<file path="config.mk">
export PLATFORM = sky130hd
export DESIGN_NAME = multi_timer
export DESIGN_NICKNAME = d
export VERILOG_FILES = /design/src/rtl/multi_timer.sv
export SDC_FILE = /design/constraint.sdc
export NUM_CORES = 1
export LEC_CHECK = 0
export ABC_AREA = 1
export ABC_CLOCK_PERIOD_IN_PS = 5200
export CAP_MARGIN = 20
export CORE_MARGIN = 5
export CORE_UTILIZATION = 46
export CTS_BUF_LIST = sky130_fd_sc_hd__clkbuf_16
export CTS_CLUSTER_SIZE = 12
export DETAILED_ROUTE_END_ITERATION = 8
export PLACE_DENSITY_LB_ADDON = 0.25
export SYNTH_ARGS = -nofsm -noshare
export SYNTH_HDL_FRONTEND = slang
export SYNTH_SLANG_ARGS = --single-unit
</file>
<file path="constraint.sdc">
create_clock -name clk -period 5.2 [get_ports clk]
set_clock_uncertainty 0.15 [all_clocks]
set_input_delay 0.78 -clock clk [delete_from_list [all_inputs] [get_ports clk]]
set_output_delay 0.78 -clock clk [all_outputs]
set_load 0.01 [all_outputs]
</file>
<file path="src/rtl/multi_timer.sv">
// N-channel prescaled down-counting timer with sticky per-channel pending flags and one OR-ed interrupt line.
// Reads are combinational and writes are registered; the bus is never stalled, so there is no backpressure.
module multi_timer #(
   parameter int N_CH  = 4,
   parameter int WIDTH = 32,
   parameter int AW    = $clog2(N_CH) + 2
) (
   input  logic            clk,
   input  logic            rst,
   input  logic [AW-1:0]   Addr,
   input  logic            Write_Enabled,
   input  logic [31:0]     Data_In,
   output logic [31:0]     Data_Out,
   output logic [N_CH-1:0] irq_vec,
   output logic            INT_REQ
);

   typedef enum logic [1:0] {IDLE, LOAD, COUNTING, EXPIRE} state_e;

   state_e           state_q   [N_CH];
   state_e           state_d   [N_CH];
   logic             en_q      [N_CH];
   logic             en_d      [N_CH];
   logic [1:0]       mode_q    [N_CH];
   logic [1:0]       mode_d    [N_CH];
   logic             im_q      [N_CH];
   logic             im_d      [N_CH];
   logic [7:0]       psc_q     [N_CH];
   logic [7:0]       psc_d     [N_CH];
   logic [7:0]       psc_lat_q [N_CH];
   logic [7:0]       psc_lat_d [N_CH];
   logic [7:0]       psc_cnt_q [N_CH];
   logic [7:0]       psc_cnt_d [N_CH];
   logic [WIDTH-1:0] preset_q  [N_CH];
   logic [WIDTH-1:0] preset_d  [N_CH];
   logic [WIDTH-1:0] count_q   [N_CH];
   logic [WIDTH-1:0] count_d   [N_CH];
   logic             pend_q    [N_CH];
   logic             pend_d    [N_CH];
   logic             pend_set  [N_CH];
   logic             wr_hit    [N_CH];

   // Channel field kept AW bits wide so a single-channel build (no channel bits) still decodes.
   logic [AW-1:0] sel_ch;
   assign sel_ch = Addr >> 2;

   logic unused_din;
   assign unused_din = ^Data_In;

   always_comb begin
      for (int c = 0; c < N_CH; c++) begin
         state_d[c]   = state_q[c];
         en_d[c]      = en_q[c];
         mode_d[c]    = mode_q[c];
         im_d[c]      = im_q[c];
         psc_d[c]     = psc_q[c];
         psc_lat_d[c] = psc_lat_q[c];
         psc_cnt_d[c] = psc_cnt_q[c];
         preset_d[c]  = preset_q[c];
         count_d[c]   = count_q[c];
         pend_d[c]    = pend_q[c];
         pend_set[c]  = 1'b0;
         wr_hit[c]    = Write_Enabled && (sel_ch == AW'(c));

         if (!en_q[c]) begin
            state_d[c]   = IDLE;
            psc_cnt_d[c] = '0;
         end else begin
            case (state_q[c])
               IDLE: state_d[c] = LOAD;
               LOAD: begin
                  // Prescale is latched here so mid-count PSC writes wait for the next load.
                  count_d[c]   = preset_q[c];
                  psc_cnt_d[c] = '0;
                  psc_lat_d[c] = psc_q[c];
                  state_d[c]   = (preset_q[c] == '0) ? EXPIRE : COUNTING;
               end
               COUNTING: begin
                  if (psc_cnt_q[c] == psc_lat_q[c]) begin
                     psc_cnt_d[c] = '0;
                     if (count_q[c] != '0) count_d[c] = count_q[c] - WIDTH'(1);
                     if (count_q[c] <= WIDTH'(1)) state_d[c] = EXPIRE;
                  end else begin
                     psc_cnt_d[c] = psc_cnt_q[c] + 8'd1;
                  end
               end
               EXPIRE: begin
                  pend_set[c] = 1'b1;
                  if (mode_q[c] == 2'b01) begin
                     state_d[c] = LOAD;
                  end else begin
                     en_d[c]    = 1'b0;
                     state_d[c] = IDLE;
                  end
               end
               default: state_d[c] = IDLE;
            endcase
         end

         // Software writes land after the FSM so a CTRL write beats the one-shot enable clear.
         if (wr_hit[c]) begin
            case (Addr[1:0])
               2'd0: begin
                  en_d[c]   = Data_In[0];
                  mode_d[c] = Data_In[2:1];
                  im_d[c]   = Data_In[3];
                  psc_d[c]  = Data_In[11:4];
               end
               2'd1: preset_d[c] = Data_In[WIDTH-1:0];
               2'd3: if (Data_In[0]) pend_d[c] = 1'b0;
               default: ;
            endcase
         end
         if (pend_set[c]) pend_d[c] = 1'b1;
      end
   end

   always_ff @(posedge clk or negedge rst) begin
      if (!rst) begin
         for (int c = 0; c < N_CH; c++) begin
            state_q[c]   <= IDLE;
            en_q[c]      <= 1'b0;
            mode_q[c]    <= 2'b00;
            im_q[c]      <= 1'b0;
            psc_q[c]     <= '0;
            psc_lat_q[c] <= '0;
            psc_cnt_q[c] <= '0;
            preset_q[c]  <= '0;
            count_q[c]   <= '0;
            pend_q[c]    <= 1'b0;
         end
      end else begin
         for (int c = 0; c < N_CH; c++) begin
            state_q[c]   <= state_d[c];
            en_q[c]      <= en_d[c];
            mode_q[c]    <= mode_d[c];
            im_q[c]      <= im_d[c];
            psc_q[c]     <= psc_d[c];
            psc_lat_q[c] <= psc_lat_d[c];
            psc_cnt_q[c] <= psc_cnt_d[c];
            preset_q[c]  <= preset_d[c];
            count_q[c]   <= count_d[c];
            pend_q[c]    <= pend_d[c];
         end
      end
   end

   always_comb begin
      Data_Out = '0;
      for (int c = 0; c < N_CH; c++) begin
         if (sel_ch == AW'(c)) begin
            case (Addr[1:0])
               2'd0:    Data_Out = {20'b0, psc_q[c], im_q[c], mode_q[c], en_q[c]};
               2'd1:    Data_Out = 32'(preset_q[c]);
               2'd2:    Data_Out = 32'(count_q[c]);
               default: Data_Out = {31'b0, pend_q[c]};
            endcase
         end
      end
   end

   always_comb begin
      irq_vec = '0;
      for (int c = 0; c < N_CH; c++) irq_vec[c] = pend_q[c] & im_q[c];
   end

   assign INT_REQ = |irq_vec;

endmodule
</file>
### Word level (Yosys, flattened, before mapping)

Cells that the tools add are included.

* bits in registers: 380
* input bits: 39
* output and inout port bits: 37
* logic and storage cells: 255

* add/subtract/negate cells: 8
* magnitude comparators: 4
* equal/unequal tests: 46
* multiplexer cells: 94
* bitwise operators: 4
* reductions and logical operators: 59

Operators by type and width (number)
* 2-to-1 mux 32 bit: 12
* case mux 32 bit (3 select lines): 4
* case mux 32 bit (2 select lines): 4
* <= comparator 32 x 1 -> 1 bit (second input constant): 4
* logical NOT 32 bit: 4
* nonzero test 32 bit: 4
* subtractor 32 x 1 -> 32 bit (second input constant): 4
* 2-to-1 mux 8 bit: 8
* case mux 8 bit (2 select lines): 4
* 2-to-1 mux 1 bit: 46
* adder 8 x 1 -> 8 bit (second input constant): 4
* equality test 8 bit: 4
* case mux 2 bit (4 select lines): 4
* AND reduction 2 bit: 16
* nonzero test 2 bit: 16
* equality test 2 bit (second input constant): 12
* 2-to-1 mux 2 bit: 12
* != test 3 bit (second input constant): 8
* equality test 2 x 1 -> 1 bit (second input constant): 10
* != test 2 bit (second input constant): 8
* AND reduction 4 bit: 4
* != test 3 x 1 -> 1 bit (second input constant): 4
* AND reduction 3 bit: 4
* logical NOT 2 bit: 5
* 4 further kinds: 10

### Depth between registers and ports, before layout

Gate-level depths: netlist of run 1.

* word-level depth: 6
* mapped depth: 13
* mapped depth without buffers: 12

### Least setup slack after synthesis of run 1

Ideal clock, no wire load.

* kind: input-to-output
* from: input port Addr[0]
* to: output port Data_Out[1]
* data arrival time: 1.766 ns
* data required time: 4.270 ns
* slack: 2.504 ns
* stages: 5
* path buffers: 2
* path through: nor2_1 > buf_2 > clkbuf_1 > a221oi_1 > o21ai_0

* cells in the longest elaborated chain, start to end: 6
* elaborated cells between the ends (all ways): 11
* classes of those cells: eq/ne (2); mux (8); reduce/logical (1)

Ends and longest elaborated chain
* from (decl): RTL line 10 `input logic [AW-1:0] Addr,`
* equality test 2 bit, or another cell as far along: RTL line 152 `case (Addr[1:0])`
* case mux 32 bit (3 select lines): RTL line 152
* 2-to-1 mux 32 bit (3 in series): RTL line 151 `if (sel_ch == AW'(c)) begin`
* 2-to-1 mux 32 bit *: RTL line 151
* to (decl): RTL line 13 `output logic [31:0] Data_Out,`

Every way passes the cells marked *; elsewhere a longest branch is shown, timed or not.

### Final worst setup path of run 1

* from: input port Addr[1]
* to: output port Data_Out[8]

The elaborated chain is that of the path after synthesis.

==> results of run 1 <==
-- per-stage QoR --
stage | power (mW) | cells | hold WS (ns)
2_1_floorplan | 8.83 | 3552 | 0.303
3_5_place_dp | 11.0 | 4194 | 0.323
6_report | 14.5 | 4279 | 0.0734
5_1_grt | 15.5 | 4279 | 0.202
4_1_cts | 14.4 | 4278 | 0.156
3_3_place_gp | 10.9 | 4194 | 0.315
-- cell usage after synthesis (2+ instances only) --
master and count:
xor2_1 29, buf_4 4, nor2_1 361, nor2_2 14, nand4_1 78, o221ai_1 15
clkbuf_1 59, nand3_1 183, nor2_4 14, nand2_1 1283, a221oi_1 2, buf_1 16
inv_2 9, a21oi_1 53, buf_6 7, nand3_2 3, buf_2 42, o21ai_0 333
dfrtp_1 380, nor3_1 14, o21ai_1 14, xnor2_1 28, mux2_2 14, ha_1 32
o22ai_1 94, clkinv_1 3, a22oi_1 3, nor3b_1 2, nand2_2 8, buf_8 3
o21bai_1 3, o211ai_1 4, inv_1 427, o2111ai_1 8
-- flip-flops by register name, indices dropped and copies added (netlist names) --
| register | flops |
|---|---|
| mode_q | 8 |
| count_q | 128 |
| psc_q | 32 |
| pend_q | 4 |
| psc_lat_q | 32 |
| im_q | 4 |
| state_q | 8 |
| en_q | 4 |
| psc_cnt_q | 32 |
| preset_q | 128 |
-- layout make-up --
cell class	count	area, sq um	share of cell area, %
Inverter	439	1650	6.20
Timing Repair Buffer	96	1000	3.77
Multi-Input combinational cell	2600	12000	45.2
Sequential cell	380	9510	35.8
Tap cell	680	851	3.20
Clock buffer	47	1180	4.43
Clock inverter	37	369	1.39
-- power groups by stage --
| stage | Sequential (mW) | Clock (mW) | Combinational (mW) |
|---|---|---|---|
| 2_1_floorplan | 4.54 | 0 | 4.29 |
| 3_3_place_gp | 4.94 | 0 | 5.98 |
| 3_5_place_dp | 4.94 | 0 | 6.01 |
| 4_1_cts | 4.90 | 3.42 | 6.06 |
| 5_1_grt | 5.04 | 3.54 | 6.90 |
| 6_report | 4.94 | 3.39 | 6.20 |
-- worst reg2reg max path, cell delays in order (launching register included) --
cell	delay [ns]
dfrtp_1	0.41
inv_1	0.09
ha_1	0.14
buf_4	0.42
nor2_1	0.14
nor2_1	0.15
nand3_2	0.71
inv_2	0.78
nand2_1	0.14
nand2_1	0.09
-- how the worst max path moves through the flow --
stage                 start           to  slack [ns]  depth (start not counted)
global placement    Addr[1]  Data_Out[8]        0.86                          8
CTS                 Addr[1]  Data_Out[8]        0.91                          8
detailed placement  Addr[1]  Data_Out[8]        0.91                          8
finish              Addr[1]  Data_Out[8]        0.79                          8
global route        Addr[0]  Data_Out[6]        0.72                          9
floorplan           Addr[0]  Data_Out[1]        2.50                          5
-- logic make-up after synthesis --
| group | after synthesis | synth area share (%) |
|---|---|---|
| buf+inv | 572 | 9.71 |
| simple gates | 1964 | 33.7 |
| mux | 14 | 0.662 |
| flops | 380 | 39.9 |
| compound gates | 533 | 12.2 |
| fa+ha+maj | 32 | 1.68 |
| xor+xnor | 57 | 2.10 |
-- metal layers --
metal	vias up	share of wire, %	GRT usage (%)
li1	11300	-	-
met1	11300	43	44.5
met2	1239	41	43.2
met3	227	10	5.15
met4	0	6.1	15.1
met5	-	0	0
==> key figures, run 1 <==
Power
  • Reg power frac: 34.0%
  • Switching Power: 6.78 mW
  • Peak VDD IR: 0.000265 V
  • Switching share of power: 46.7%
  • Internal power: a little under 8 mW
  • Combinational share of power: around 43%
  • P_leak: about 13 nW
  • PwrDens: about 550 nW/um^2
  • Clock power frac: 23.3%

Worst setup path
  • Slowest CP cell: clkdlybuf4s50_1
  • WP data arrival: ~3.5 ns
  • Reg2reg path depth: 9
  • Worst Path Class, Setup: in2out
  • R2R Path End: count_q[113]
  • CP Buf/Inv Count: 4
  • Reg2Reg Launch Point: state_q[6]
  • CP max stage delay: 0.70 ns
  • Reg2reg setup slack: 1.92 ns
  • Startpoint types: input pin
  • CP required: 4.27 ns
  • Cells along the critical path: clkdlybuf4s50_1 > inv_1 > nand2_4 > buf_12 > o22ai_1 > o21ai_0 > nand4_1 > clkdlybuf4s50_1
  • Crit-path max FO: 105
  • Worst path most repeated cell: clkdlybuf4s50_1
  • Worst Setup End Kind: primary output
  • Top delay family on crit path: buffers and inverters

Synth
  • Synth cell types: 44
  • Ys flop type: dfrtp_1
  • Synth Warn #: 0
  • Syn nets: 3623
  • Mapped Area: 23800 sq um
  • Synth area leader: dfrtp_1
  • Number of flops mapped to enable cells by yosys: 0
  • Yosys reg bits: 380
  • Avg Cell Area, Syn: 6.71 sq um
  • Synth top area share: 39.9%
  • Register area share after synthesis: 39.9%
  • Post-Synthesis Cells: ~3600
  • Leading post-synthesis cells by cell area: dfrtp_1, nand2_1, o21ai_0
  • Ys async rst share: 100%

Route
  • Via count: 24100
  • Final WL: 87500 um
  • DR pass1 iterations: 6
  • Via/cell ratio: 5.63
  • Residual DRC: 0
  • Wirelength per Cell: 20.4 um
  • DR iter-0 viols: 2971
  • Antenna Nets Post-Route: 0

Clock tree
  • Clk sinks: between 300 and 400
  • CTS Buf Count: 46
  • CTS tree: done
  • Clock Tree Buf Depth: 3
  • Root buffer cell: clkbuf_16
  • Setup bufs post-CTS: 0
  • Clk Latency, worst-skew pair: 0.60 ns
  • # H-tree levels: 2
  • Hold_buf cts: 0
  • Clk slew on worst S/H paths: 0.06 ns
  • CTS resizes: 0

Die
  • Row cnt: 83
  • Die area: between 50000 and 60000 sq um
  • Core ar.: 51300 sq um
  • IO Count: 76
  • Chip height: 238 um
  • DIE WIDTH: around 240 um
  • Initial core utilization: 46.4%

Timing
  • Final Hold Viols: 0
  • Slew Viols, Final: 0
  • Finish-stage setup viols: 0
  • Setup ws final: 0.791 ns
  • Unrepaired setup endpoints after global routing: false
  • Tmin final: 4.41 ns
  • Worst slew pin tran: approximately 1.0 ns
  • Fin crit share: 84.8%
  • Worst rel slew slack: between 30% and 40%
  • Upper clock frequency limit: 227 MHz
  • TNS Setup: 0 ns

Global routing
  • GRT Util Overall: a little under a third
  • Initial antenna violation count: 0
  • First-pass GRT wire length: around 130000 um
  • Grt ovf: 0
  • Vias in the first global route: 21700
  • Largest net degree at the start of global routing: about 110

Final layout
  • Ant diodes: 0
  • Fin nets: between 3000 and 4000
  • Fin area: 26600 sq um
  • Layout cells sized above 1: 4.39%
  • Area Overhead vs Synth: 11.6%
  • Commonest non-fill, non-tap cell in the layout: nand2_1
  • FILL cells: 5220
  • Most frequent cells in the layout: nand2_1, inv_1, dfrtp_1
  • Core Util, Final: 51.8%

Placement
  • GPL Wtd Cong: 1.05
  • Pre-CTS setup slack: 0.910 ns
  • Placed Area: 25000 sq um
  • Post-DP HPWL: around 65000 um
  • Number of port buffers: 75

Min path
  • Worst hold path class: in2async

Run
  • MaxCap Viol Count: 0

Status
  • Status: finished clean
No activity file was read; power rests on OpenSTA's default activity.
==> run 2: changes to the inputs <==
--- a/config.mk
+++ b/config.mk
@@ -6,7 +6,7 @@
 export NUM_CORES = 1
 export LEC_CHECK = 0
 export ABC_AREA = 1
-export ABC_CLOCK_PERIOD_IN_PS = 5200
+export ABC_CLOCK_PERIOD_IN_PS = 3700
 export CAP_MARGIN = 20
 export CORE_MARGIN = 5
 export CORE_UTILIZATION = 46
==> constraint.sdc (replaced) <==
create_clock -name clk -period 3.7 [get_ports clk]
set_clock_uncertainty 0.15 [all_clocks]
set_input_delay 0.555 -clock clk [delete_from_list [all_inputs] [get_ports clk]]
set_output_delay 0.555 -clock clk [all_outputs]
set_load 0.01 [all_outputs]
==> key figures, run 2 (same netlist as run 1, synthesis figures left out) <==
Status
  • Status: finished clean

Timing
  • TNS Setup: 0 ns
  • Fin crit share: 93.0%
  • Slew Viols, Final: 0
  • Hold slack: 0.335 ns
  • Final Hold Viols: 0
  • Unrepaired setup endpoints after global routing: false
  • Upper clock frequency limit: just under 300 MHz
  • Tmin final: 3.44 ns
  • Worst rel slew slack: a little over two fifths
  • Finish-stage setup viols: 0
  • Worst slew pin tran: 0.848 ns

Final layout
  • Area Overhead vs Synth: 12.2%
  • Core Util, Final: 52.1%
  • Biggest regs: count_q (128), preset_q (128)
  • Layout cells sized above 1: 4.89%
  • Ant diodes: 0
  • Fin area: 26700 sq um
  • Most frequent cells in the layout: nand2_1, inv_1, dfrtp_1
  • FILL cells: 5216
  • Commonest non-fill, non-tap cell in the layout: nand2_1
  • Fin nets: 3658

Die
  • DIE WIDTH: 238 um
  • Chip height: between 200 and 250 um
  • Core ar.: 51300 sq um
  • Row cnt: 83
  • IO Count: between 70 and 80
  • Initial core utilization: 46.4%
  • Die area: 56400 sq um

Clock tree
  • Clk sinks: between 300 and 400
  • Clk slew on worst S/H paths: 0.06 ns
  • CTS tree: done
  • Clk Latency, worst-skew pair: around 0.60 ns
  • # H-tree levels: 2
  • Clock Tree Buf Depth: 3
  • Setup bufs post-CTS: 0
  • CTS Buf Count: 46
  • Root buffer cell: clkbuf_16

Power
  • Peak VDD IR: 0.000401 V
  • Combinational share of power: 43.7%
  • Reg power frac: approximately a third
  • Switching share of power: 47.2%
  • PwrDens: 753 nW/um^2
  • Switching Power: 9.51 mW
  • P_leak: 13.2 nW
  • Overall power: about 20 mW
  • Internal power: 10.6 mW
  • Clock power frac: 21.9%

Placement
  • Post-DP HPWL: 67000 um
  • Placed Area: 25300 sq um
  • GPL Wtd Cong: 1.00
  • Number of port buffers: 75

Route
  • Final WL: slightly below 90000 um
  • Antenna Nets Post-Route: 0
  • Wirelength per Cell: 20.4 um
  • Via/cell ratio: approximately 5.6
  • DR iter-0 viols: 3136
  • Residual DRC: 0
  • Via count: roughly 24000
  • DR pass1 iterations: 6

Global routing
  • GRT Util Overall: ~30%
  • First-pass GRT wire length: roughly 130000 um
  • Vias in the first global route: 21800
  • Grt ovf: 0
  • Initial antenna violation count: 0
  • Largest net degree at the start of global routing: 78

Min path
  • Worst hold path class: reg2reg

Worst setup path
  • Worst Path Class, Setup: in2out
  • Crit-path max FO: 33
  • Startpoint types: input pin
  • CP max stage delay: just under 0.6 ns
  • Worst Setup End Kind: primary output
  • Cells along the critical path: clkdlybuf4s50_1 > inv_1 > nand2_4 > buf_12 > buf_12 > o22ai_1 > nand2_1 > nand4_1 > clkdlybuf4s50_1
  • Reg2reg setup slack: 1.05 ns
  • CP required: between 2 and 3 ns
  • WP data arrival: 2.74 ns
  • Slowest CP cell: clkdlybuf4s50_1

Run
  • MaxCap Viol Count: 0
[run 2: cell count changes in the layout (fill, tap and decap cells not counted), sizes merged]
cell	before	now
clkinvlp	1	0
clkbuf	47	46
clkdlybuf4s50	74	73
inv	446	448
dlymetal6s2s	0	1
dlygate4sd3	0	1
bufinv	8	4
buf	22	45
[run 2: cell type report]
class / count / area, sq um / share of cell area (%)
multi-input cells: 2600 / 12000 / 45.0
flip-flops and latches: 380 / 9510 / 35.6
inverters: 439 / 1650 / 6.17
repair buffers: 120 / 1270 / 4.77
clock buffers: 46 / 1150 / 4.31
well taps: 680 / 851 / 3.18
clock inverters: 34 / 270 / 1.01
[run 2: power groups by stage]
stage / combinational (mW) / sequential (mW) / clock, mW
floorplan: 6.03 / 6.38 / 0
global placement: 8.51 / 6.94 / 0
detailed placement: 8.56 / 6.95 / 0
CTS: 8.63 / 6.89 / 4.47
global route: 9.81 / 7.09 / 4.64
finish: 8.80 / 6.94 / 4.40
[run 2: worst max-delay path, delay by kind of cell]
| family | cells | cell delay (ns) |
|---|---|---|
| and+or+nand+nor | 3 | 0.46 |
| AOI/OAI and AO/OA | 1 | 0.10 |
| buffers and inverters | 5 | 1.60 |
[run 2: timing repair]
item,in CTS,in global routing
hold buffers,1,0
endpoints found under the setup margin,0,8
resized for setup,0,4
hold endpoints to repair,70,0
[run 2: path summary, 6_finish.rpt]
path                             start  depth (start not counted)            end
min reg2reg                preset_q[2]                          2    preset_q[2]
min                        preset_q[2]                          2    preset_q[2]
min in group asynchronous          rst                          2    count_q[80]
max                            Addr[0]                          9   Data_Out[12]
max in group asynchronous          rst                          3  psc_cnt_q[28]
max reg2reg                count_q[46]                         10    count_q[57]
[run 2: layer usage]
layer / vias to the layer above / wire, um / global-route usage (%)
li1: 11400 / - / -
met1: 11200 / 37300 / 43.2
met2: 1090 / 36800 / 44.3
met3: 227 / 8480 / 5.75
met4: 0 / 5310 / 15.3
met5: - / 0 / 0
[run 2: per-stage QoR]
step / setup WS (ns) / std cells
after floorplan: 1.45 / 3552
after global placement: 0.137 / 4218
after detailed placement: 0.116 / 4218
after CTS: 0.115 / 4299
after global routing: 0.121 / 4299
final: 0.259 / 4299
